### src/rtl/counter_pkg.sv
// Shared definitions for the loadable counter: width, reset value, count type.
// Latency: n/a (types and constants only).
// Backpressure: n/a.
package counter_pkg;

    localparam int CNT_W = 5;

    typedef logic [CNT_W-1:0] cnt_t;

    localparam cnt_t CNT_RESET = 5'd0;

endpackage : counter_pkg

### src/rtl/counter_next.sv
// Next-state mux for the loadable counter: reset > load > increment.
// Latency: purely combinational, no state.
// Backpressure: none; the result is consumed every cycle by the top register.
//
// Ports:
//   rst_n_i   - synchronous active-low reset request (0 selects RESET_VALUE)
//   load_i    - parallel-load strobe (1 selects data_i)
//   data_i    - value to load
//   count_i   - current registered count
//   next_o    - value the register takes on the next rising edge
module counter_next
    import counter_pkg::*;
#(
    parameter int               WIDTH       = CNT_W,
    parameter logic [WIDTH-1:0] RESET_VALUE = CNT_RESET
) (
    input  logic             rst_n_i,
    input  logic             load_i,
    input  logic [WIDTH-1:0] data_i,
    input  logic [WIDTH-1:0] count_i,
    output logic [WIDTH-1:0] next_o
);

    localparam logic [WIDTH-1:0] ONE = {{(WIDTH-1){1'b0}}, 1'b1};

    always_comb begin
        next_o = count_i + ONE;  // natural wrap from all-ones to zero
        if (!rst_n_i) begin
            next_o = RESET_VALUE;
        end else if (load_i) begin
            next_o = data_i;
        end
    end

endmodule : counter_next

### src/rtl/loadable_counter_5bit.sv
// Free-running binary up-counter with synchronous parallel load.
// Latency: loaded/reset value appears on count one edge after it is sampled.
// Backpressure: none; counts every cycle unless reset or load intervenes.
//
// Ports:
//   clk      - single clock, all updates on rising edge
//   rst      - synchronous active-low reset (0 forces RESET_VALUE)
//   load     - synchronous parallel-load strobe, active-high
//   data_in  - value captured into count when load is high
//   count    - current counter value, straight from the register
module loadable_counter_5bit
    import counter_pkg::*;
#(
    parameter int               WIDTH       = CNT_W,
    parameter logic [WIDTH-1:0] RESET_VALUE = CNT_RESET
) (
    input  logic             clk,
    input  logic             rst,
    input  logic             load,
    input  logic [WIDTH-1:0] data_in,
    output logic [WIDTH-1:0] count
);

    logic [WIDTH-1:0] count_q;
    logic [WIDTH-1:0] count_d;

    counter_next #(
        .WIDTH       (WIDTH),
        .RESET_VALUE (RESET_VALUE)
    ) u_next (
        .rst_n_i (rst),
        .load_i  (load),
        .data_i  (data_in),
        .count_i (count_q),
        .next_o  (count_d)
    );

    // Reset is folded into the next-state mux, so the register is a plain flop.
    always_ff @(posedge clk) begin
        count_q <= count_d;
    end

    assign count = count_q;

`ifndef SYNTHESIS
    // Simulation-only self checks. Each edge records the inputs it sampled;
    // the following edge compares the registered count against what those
    // inputs should have produced. Checks are armed once a reset has been seen,
    // since the power-up value is undefined.
    localparam logic [WIDTH-1:0] ONE_A = {{(WIDTH-1){1'b0}}, 1'b1};

    logic             seen_rst_q;
    logic             chk_q;
    logic             p_rst_q;
    logic             p_load_q;
    logic [WIDTH-1:0] p_data_q;
    logic [WIDTH-1:0] p_count_q;

    always_ff @(posedge clk) begin
        if (!rst) begin
            seen_rst_q <= 1'b1;
        end
        chk_q     <= seen_rst_q || !rst;
        p_rst_q   <= rst;
        p_load_q  <= load;
        p_data_q  <= data_in;
        p_count_q <= count_q;
    end

    always_ff @(posedge clk) begin
        if (chk_q) begin
            assert (!$isunknown(count_q))
                else $error("count is X after reset");
            if (!p_rst_q) begin
                assert (count_q == RESET_VALUE)
                    else $error("reset priority violated: count=%0d", count_q);
            end else if (p_load_q) begin
                assert (count_q == p_data_q)
                    else $error("load capture violated: count=%0d data=%0d",
                                count_q, p_data_q);
            end else begin
                assert (count_q == p_count_q + ONE_A)
                    else $error("increment violated: count=%0d prev=%0d",
                                count_q, p_count_q);
            end
        end
    end
`endif

endmodule : loadable_counter_5bit

### config.mk
export PLATFORM = sky130hd
export DESIGN_NAME = loadable_counter_5bit
export DESIGN_NICKNAME = d
export VERILOG_FILES = /design/src/rtl/counter_pkg.sv /design/src/rtl/counter_next.sv /design/src/rtl/loadable_counter_5bit.sv
export SDC_FILE = /design/constraint.sdc
export NUM_CORES = 1
export LEC_CHECK = 0
export BUFFER_PORTS_ARGS = -buffer_cell sky130_fd_sc_hd__clkbuf_2
export CAP_MARGIN = 20
export CORE_AREA = 2 2 39 41
export CTS_BUF_LIST = sky130_fd_sc_hd__clkbuf_8
export DETAILED_ROUTE_END_ITERATION = 8
export DIE_AREA = 0 0 41 43
export SETUP_SLACK_MARGIN = 0.5
export SYNTH_ARGS = -nofsm -noshare
export SYNTH_HDL_FRONTEND = slang
export SYNTH_SLANG_ARGS = --single-unit
### constraint.sdc
create_clock -name clk -period 1 [get_ports clk]
set_input_delay 0.2 -clock clk [delete_from_list [all_inputs] [get_ports clk]]
set_output_delay 0.2 -clock clk [all_outputs]
set_load 0.05 [all_outputs]
Word-level counts from Yosys, hierarchy flattened
Cells that the tools add are included.

storage, ports and cells
  bits in latches = 0
  logic and storage cells = 3
  memory bits (writable) = 0
  bits in registers = 5
  memory bits (read-only) = 0
  memories kept = 0

operators by class
  $lt $le $gt $ge = 0
  muxes and demuxes = 1
  multiply operators = 0
  add/subtract/negate cells = 1
  div/mod/pow operators = 0
  shift-type cells = 0
  reductions and logical operators = 0
  equality and inequality tests = 0
  bitwise gates (word level) = 0

operator list
  cell                 number
  $add 5x1->5 const B  1
  $mux 5               1

Depth between registers and ports, before layout
Gate-level depths: netlist of the first run.

  depth in word-level cells = 2
  depth in mapped cells = 3
  mapped depth without buffers = 3

By module
From an unflattened synthesis of the first run, not the netlist that was laid out.

unflattened totals
  cells, all modules = 25
  area total of the unflattened synthesis = 264.0 sq um

by module, submodules not included
  module                 cells each  area an instance (sq um)  instances
  counter_next           20          163.9                     1
  loadable_counter_5bit  5           100.1                     1

Worst setup path after synthesis of the first run
OpenSTA, ideal clock, no wires.

  path type = register -> register
  start = register count_q[0], in the netlist count[0]
  end = register count_q[4], in the netlist count[4]
  slack = -383 ps
  clock period less this slack = 1383 ps
  cell stages (with the launch flop) = 4
  data arrival time = 1266 ps
  required time = 882 ps
  cells stage by stage = dfxtp_1 -> ha_1 -> nand3_1 -> o2111a_1

between the ends
  cells in the longest elaborated chain, start to end = 2

RTL lines
  what                    line                         source
  from (decl)             loadable_counter_5bit.sv:24  logic [WIDTH-1:0] count_q;
  from (signal assigned)  loadable_counter_5bit.sv:40  count_q <= count_d;
  $add 5x1->5             counter_next.sv:27           next_o = count_i + ONE;
  $mux 5                  counter_next.sv:30           end else if (load_i) begin

No other way between the ends.
A chain may end at the register's enable or synchronous reset.

Worst setup path after layout of the first run
Ends and elaborated chain as after synthesis.

==> results.yml, run 1 <==
synth:
  synth_flop_cell: "dfxtp_1"
  yosys.area.top_type_share_pct: 38.3
  syn_nets: 34
  synth_seq_cells: 5
  seq_area_frac_synth_pct: 38.3
  synth_most_common_cell: "dfxtp_1"
  syn_area_per_cell_um2: 10.5
  yosys-top-cells-area: "dfxtp_1 (38%), nand2b_1 (9.6%), o2111a_1 (8.6%)"
  ys_warn_count: 0
  ys_types: 15
  synth_edf_count: 0
  netlist_instances: 25
  synth_top_area_cell: "dfxtp_1"
  synthTopCellsByCount: "dfxtp_1 (5), nand2b_1 (4), a311o_1 (2), nand3_1 (2), o2111a_1 (2)"
  syn_area_um2: 262
  async_reset_ff_share_pct: 0
grt:
  grt_pass1_wl_um: 1140
  grtUsageTotal_pct: 10.2
  grt_pass1_vias: 280
  antenna_found_initial: 0
  grt.overflow.total: 0
  grt_max_degree: 12
drt:
  ant_nets: 0
  vias: 249
  firstDrtPassIters: 4
  drt_wl_total_um: 627
  drc: 0
  wl_per_cell_um: 11.2
  first_iter_violations: 1
  vias_per_cell: 4.45
clock_network:
  cts.reportedPaths.clkPinSlew_ns: 0.04
  cts-root-buf: "clkbuf_8"
  worst_skew_pair.late_latency_ns: 0.22
  numCtsBuffers: 3
  post_cts_buffers: 0
  cts_tree: "done"
  cts.sinks: 5
  htreeDepth: 1
  cts_max_path_buffers: 2
timing:
  layout_min_cycle_time_ns: 1.00
  setup_ws_ns: -0.00460
  setup_viol: 1
  finClkSkew_ns: 0.000228
  fmax_ghz: 0.995
  hold_viol_final: 0
  holdWs_ns: 0.225
  relSlewSlack_pct: 87.0
  slew_viol_final: 0
  worst_pin_slew_ns: 0.196
  min_period_over_period_pct: 100
  rsz0062_at_grt: "true"
worst_setup_path:
  crit_path_max_fanout: 5
  critPathKind: "reg -> reg"
  critPathLaunchType: "register"
  required_ns: 1.11
  cp.arrival_ns: 1.11
  endpoint_kind: "register"
power:
  p_clk_share_pct: 46.7
  power_frac_seq_pct: 31.3
  comb_power_share_pct: 22.0
  p_sw_share_pct: 26.8
  p_sw_mw: 0.206
  power.leakage_nw: 0.207
  power.density_nw_per_um2: 1620
  p_int_mw: 0.563
  vdd_ir_drop_max_uv: 705
layout:
  largest_reg_flops: 5
  finalInstanceArea_um2: 473
  num-nets-final: 50
  multi_input_area_um2: 163
  area_growth_pct: 80.9
  final_util_pct: 34.2
  diodes: 0
  regArea_um2: 119
  fill_cells: 153
  drive_gt1_share_pct: 52.5
die:
  initial_core_util_pct: 18.9
  boundaryPins: 13
  die_area_um2: 1760
  fp-row-count: 14
  die_w_um: 41
  coreArea_um2: 1380
  die_height_um: 43
place:
  place_congestion: 0.662
  place_area_um2: 362
  portBuffers: 12
status:
  status: "finished with violations"
  violations: "setup timing"
job:
  maxCapViolations: 0
hold_path:
  hp-class: "in -> reg"
cell type report:
| cell class | count | share of cell area, % |
|---|---|---|
| Timing Repair Buffer | 12 | 26.7 |
| Clock buffer | 3 | 8.73 |
| Multi-Input combinational cell | 19 | 34.4 |
| Sequential cell | 5 | 25.1 |
| Clock inverter | 1 | 0.794 |
| Tap cell | 16 | 4.23 |
per-stage QoR:
step / setup slack, ns / std cells / TNS (ns) / power, mW
2_1_floorplan: -0.0428 / 25 / -0.0723 / 0.338
3_3_place_gp: 0.0208 / 52 / 0 / 0.373
3_5_place_dp: -0.00115 / 52 / -0.00115 / 0.374
4_1_cts: -0.00910 / 56 / -0.00910 / 0.787
5_1_grt: -0.0329 / 56 / -0.0329 / 0.819
6_report: -0.00460 / 56 / -0.00460 / 0.768
final timing paths:
check | slack, ns | startpoint | endpoint | cells after the start
setup / recovery | -0.005 | count[0] | count[4] | 3
hold / removal | 0.22 | data_in[0] | count[0] | 3
setup reg to reg | -0.005 | count[0] | count[4] | 3
hold reg to reg | 0.59 | count[0] | count[0] | 2
critical path, cell delays in order (launching register included):
cell      delay, ns
dfxtp_4        0.36
ha_4           0.17
a311o_1        0.25
o2111a_1       0.11
routing by layer:
layer | routed length [um] | vias up | track usage, %
li1 | - | 124 | -
met1 | 273 | 110 | 11.5
met2 | 276 | 13 | 13.1
met3 | 62 | 2 | 4.71
met4 | 14 | 0 | 10.0
met5 | 0 | - | 0
placed cells by master (no fill, tap or decap), drive strengths merged:
cell type / instances
mux2i: 1
ha: 1
nand3: 2
a311o: 2
xor2: 1
o2111a: 2
o211a: 1
or2b: 1
dfxtp: 5
nand2: 1
a21boi: 1
nor2b: 1
nand2b: 4
inv: 1
clkbuf: 15
or2: 1
power by group through the flow:
stage	logic [mW]	clock network, mW	registers [mW]
global placement	0.135	0	0.238
finish	0.169	0.359	0.240
CTS	0.171	0.376	0.240
detailed placement	0.135	0	0.239
global route	0.183	0.392	0.244
floorplan	0.0471	0	0.291
timing repair:
action	in CTS	in global routing
gates resized for setup	12	0
setup endpoints to repair	10	10
hold buffers	0	0
pin swaps	3	5
cell families (layout without fill, tap and decap cells):
family          after synthesis  in the layout  share of synthesized area, %
xor+xnor                      1              1                          3.35
simple gates                 10             10                          22.5
flops                         5              5                          38.3
buf+inv                       1             16                          4.31
compound gates                6              6                          23.0
fa+ha+maj                     1              1                          4.78
mux                           1              1                          3.83
(Power assumes the default switching activity.)
==> inputs of run 2 (changes only) <==
RECOVER_POWER = 50   (was default)
SETUP_SLACK_MARGIN = default   (was 0.5)
==> results.yml, run 2 (synthesis results as in run 1) <==
status:
  status: "completed"
timing:
  min_period_over_period_pct: 99.5
  finClkSkew_ns: 0.00262
  slew_viol_final: 0
  hold_viol_final: 0
  fmax_ghz: 1.01
  relSlewSlack_pct: 86.7
  worst_pin_slew_ns: 0.199
  setup_viol: 0
  rsz0062_at_grt: "true"
  holdWs_ns: 0.218
  layout_min_cycle_time_ns: 0.995
place:
  portBuffers: 12
  place_congestion: 0.691
worst_setup_path:
  crit_path_max_fanout: 4
  reg2reg_to: "count[4]"
  critPathLaunchType: "register"
  endpoint_kind: "register"
  required_ns: 1.11
  reg2reg_depth: 3
  cp.arrival_ns: 1.10
  rrSetupSlack_ns: 0.005
  crit_start: "count[1]"
  critPathKind: "reg -> reg"
  r2r_start: "count[1]"
drt:
  ant_nets: 0
  drt_wl_total_um: 610
  first_iter_violations: 0
  drc: 0
  vias_per_cell: 4.50
  firstDrtPassIters: 1
  wl_per_cell_um: 10.9
  vias: 252
grt:
  met3_usage_pct: 6.28
  grt_pass1_vias: 252
  grt_pass1_wl_um: 1070
  grt_max_degree: 12
  grt_use_met2_pct: 12.5
  top_usage_layer: "met2"
  grtUsageTotal_pct: 9.05
  grt.overflow.total: 0
  antenna_found_initial: 0
  use_met1_pct: 11.3
layout:
  fill_cells: 147
  drive_gt1_share_pct: 52.5
  area_growth_pct: 67.9
  largest_reg_flops: 5
  final_cell_mix: "clkbuf_8 (7), clkbuf_2 (7), nand2b_1 (4), dfxtp_4 (3)"
  diodes: 0
  num-nets-final: 50
  final_util_pct: 31.7
hold_path:
  hp-class: "in -> reg"
  min_path_cells: 3
  holdPathEnd: "count[0]"
  holdCritStartpoint: "data_in[0]"
power:
  p_int_mw: 0.550
  vdd_ir_drop_max_uv: 1230
  p_sw_share_pct: 27.1
  p_clk_share_pct: 47.7
  power.leakage_nw: 0.195
  p_sw_mw: 0.204
  power_frac_seq_pct: 31.8
  comb_power_share_pct: 20.5
  power.density_nw_per_um2: 1720
job:
  maxCapViolations: 0
clock_network:
  cts.sinks: 5
  cts.reportedPaths.clkPinSlew_ns: 0.04
  worst_skew_pair.late_latency_ns: 0.22
  cts_tree: "done"
  post_cts_buffers: 0
  cts-root-buf: "clkbuf_8"
  postCtsHoldBufs: 0
  numCtsBuffers: 3
  htreeDepth: 1
  cts_max_path_buffers: 2
die:
  die_height_um: 43
  die_area_um2: 1760
  die_w_um: 41
  boundaryPins: 13
  fp-row-count: 14
  initial_core_util_pct: 18.9
  coreArea_um2: 1380
-- run 2: cell count changes in the layout (fill, tap and decap cells not counted) --
cell and change:
clkbuf_8 +1, dfxtp_2 +2, dfxtp_4 -2, clkbuf_16 -2, clkbuf_4 +1
-- run 2: critical path: stages (launching register included) --
cell and delay, ns:
dfxtp_4 0.35, ha_4 0.17, a311o_1 0.25, o2111a_1 0.11
-- run 2: routing by layer --
layer  vias to the layer above  share of wire (%)
met1                       113                 47
met2                        15                 41
met3                         0                 11
li1                        124                  -
met4                         0                  0
met5                         -                  0
-- run 2: power groups by stage --
stage	combinational [mW]	sequential, mW	clock [mW]
5_1_grt	0.168	0.244	0.391
6_report	0.155	0.240	0.360
3_5_place_dp	0.136	0.242	0
2_1_floorplan	0.0472	0.294	0
3_3_place_gp	0.135	0.242	0
4_1_cts	0.156	0.240	0.375
-- run 2: worst max path at each step --
stage,cells after the start,slack [ns],endpoint
after floorplan,3,-0.05,count[4]
after global placement,3,0.02,count[4]
after detailed placement,3,0.004,count[4]
after CTS,3,-0.0007,count[4]
after global routing,3,-0.02,count[4]
final,3,0.005,count[4]
-- run 2: stage by stage --
stage | setup slack, ns | TNS [ns] | total power [mW] | std cells | cell area (um2)
after floorplan | -0.0456 | -0.0864 | 0.341 | 25 | 285
after global placement | 0.0170 | 0 | 0.377 | 52 | 354
after detailed placement | 0.00407 | 0 | 0.378 | 52 | 354
after CTS | -0.000703 | -0.000703 | 0.772 | 56 | 439
after global routing | -0.0240 | -0.0352 | 0.802 | 56 | 439
final | 0.00547 | 0 | 0.755 | 56 | 439
-- run 2: final cells by class --
cell class,count,area (um2),area share [%]
multi-input combinational,19,163,37.0
sequential,5,114,25.9
timing repair buffer,12,97.6,22.2
clock buffer,3,41.3,9.40
tap,16,20.0,4.56
clock inverter,1,3.75,0.855
-- run 2: timing repair --
item | CTS | global route
setup endpoints to repair | 5 | 3
endpoints found under the hold margin | 0 | 0
gates resized for setup | 10 | 0
pin swaps | 1 | 1
==> inputs of run 3 (changes only) <==
SETUP_SLACK_MARGIN = 0.2   (was default)
==> results.yml, run 3 (synthesis results as in run 1) <==
worst_setup_path:
  crit_path_max_fanout: 4
  critPathTopFamily: "flip-flops"
  cp.arrival_ns: 1.11
  endpoint_kind: "register"
  slowest_stage: "dfxtp_4"
  timing.critical_path.buf_inv: 0
  path_cells: "ha_4, a311o_1, o2111a_1"
  critPathKind: "reg -> reg"
  required_ns: 1.11
  cp_slowest_stage_delay_ns: 0.36
  critPathLaunchType: "register"
timing:
  setup_viol: 1
  finClkSkew_ns: 0.000296
  rsz0062_at_grt: "true"
  holdWs_ns: 0.224
  worst_pin_slew_ns: 0.205
  relSlewSlack_pct: 86.4
  hold_viol_final: 0
  min_period_over_period_pct: 100
  fmax_ghz: 0.999
  setup_ws_ns: -0.00124
  slew_viol_final: 0
  layout_min_cycle_time_ns: 1.00
place:
  dp.cells: 52
  place_area_um2: 357
  place_congestion: 0.621
  portBuffers: 12
  dp_hpwl_um: 432
drt:
  dr_wl_met3_um: 56
  ant_nets: 0
  first_iter_violations: 6
  firstDrtPassIters: 4
  drt_wl_total_um: 605
  wl_met2_um: 242
  vias: 241
  vias_per_cell: 4.23
  drc: 0
  wl_per_cell_um: 10.6
  met1_length_um: 307
  dr.max_layer_used: "met3"
power:
  p_clk_share_pct: 46.7
  power_frac_seq_pct: 31.1
  power.leakage_nw: 0.207
  vdd_ir_drop_max_uv: 665
  p_int_mw: 0.567
  p_sw_mw: 0.211
  p_sw_share_pct: 27.1
  power.density_nw_per_um2: 1670
  fin_total_pwr_mw: 0.778
  comb_power_share_pct: 22.2
grt:
  antenna_found_initial: 0
  grtUsageTotal_pct: 9.15
  grt_pass1_wl_um: 1010
  grt_max_degree: 12
  grt.overflow.total: 0
  grt_pass1_vias: 258
die:
  die_area_um2: 1760
  fp-row-count: 14
  die_w_um: 41
  coreArea_um2: 1380
  die_height_um: 43
  boundaryPins: 13
  initial_core_util_pct: 18.9
layout:
  diodes: 0
  final_util_pct: 33.7
  drive_gt1_share_pct: 53.7
  final_cells: 57
  num-nets-final: 51
  area_growth_pct: 78.5
  finalInstanceArea_um2: 467
  largest_reg_flops: 5
  fill_cells: 145
  final_common_cell: "clkbuf_2"
  final_cell_mix: "clkbuf_2 (7), clkbuf_8 (5), nand2b_1 (4), dfxtp_4 (3)"
clock_network:
  cts-root-buf: "clkbuf_8"
  cts_tree: "done"
  worst_skew_pair.late_latency_ns: 0.22
  cts.sinks: 5
  cts_max_path_buffers: 2
  numCtsBuffers: 3
  htreeDepth: 1
  cts.reportedPaths.clkPinSlew_ns: 0.04
status:
  status: "finished with violations"
  violations: "setup timing"
job:
  maxCapViolations: 0
hold_path:
  hp-class: "in -> reg"
-- run 3: changes by cell type in the layout (fill, tap and decap cells not counted), sizes merged --
cell | before | now
clkbuf | 15 | 13
buf | 0 | 3
-- run 3: per-layer routing --
metal | up-vias | global-route usage [%]
li1 | 124 | -
met1 | 106 | 11.6
met2 | 11 | 10.6
met3 | 0 | 3.14
met4 | 0 | 10.0
met5 | - | 0
-- run 3: path summary, 6_finish.rpt --
check | start | to | slack (ns) | depth (start not counted)
setup / recovery | count[1] | count[4] | -0.001 | 3
hold / removal | data_in[0] | count[0] | 0.22 | 3
setup reg to reg | count[1] | count[4] | -0.001 | 3
hold reg to reg | count[4] | count[4] | 0.57 | 2
-- run 3: timing repair --
item                       4_1_cts  5_1_grt
buffers inserted                 1        0
hold buffers                     0        0
resized for setup               11        2
setup endpoints to repair        9       10
pin swaps                        1        4
-- run 3: stage by stage --
stage	setup WS, ns	setup TNS, ns
global route	-0.0496	-0.0769
finish	-0.00124	-0.00124
floorplan	-0.0456	-0.0750
detailed placement	0.00636	0
global placement	0.0178	0
CTS	-0.00220	-0.00220
-- run 3: area by class of cell --
class                      instances  area, um2  share of cell area [%]
clock inverter                     1       3.75                   0.804
multi-input combinational         19        163                    34.9
sequential                         5        114                    24.4
clock buffer                       3       41.3                    8.85
tap                               16       20.0                    4.29
timing repair buffer              13        125                    26.8
-- run 3: worst min-delay path, cell delays in order --
cell and delay [ns]:
clkbuf_2 0.08, nand2_1 0.05, a21boi_0 0.07
-- run 3: power groups by stage --
stage | clock, mW | combinational [mW] | sequential (mW)
finish | 0.363 | 0.173 | 0.241
global route | 0.396 | 0.185 | 0.246
CTS | 0.378 | 0.170 | 0.240
detailed placement | 0 | 0.134 | 0.242
global placement | 0 | 0.135 | 0.241
floorplan | 0 | 0.0472 | 0.293
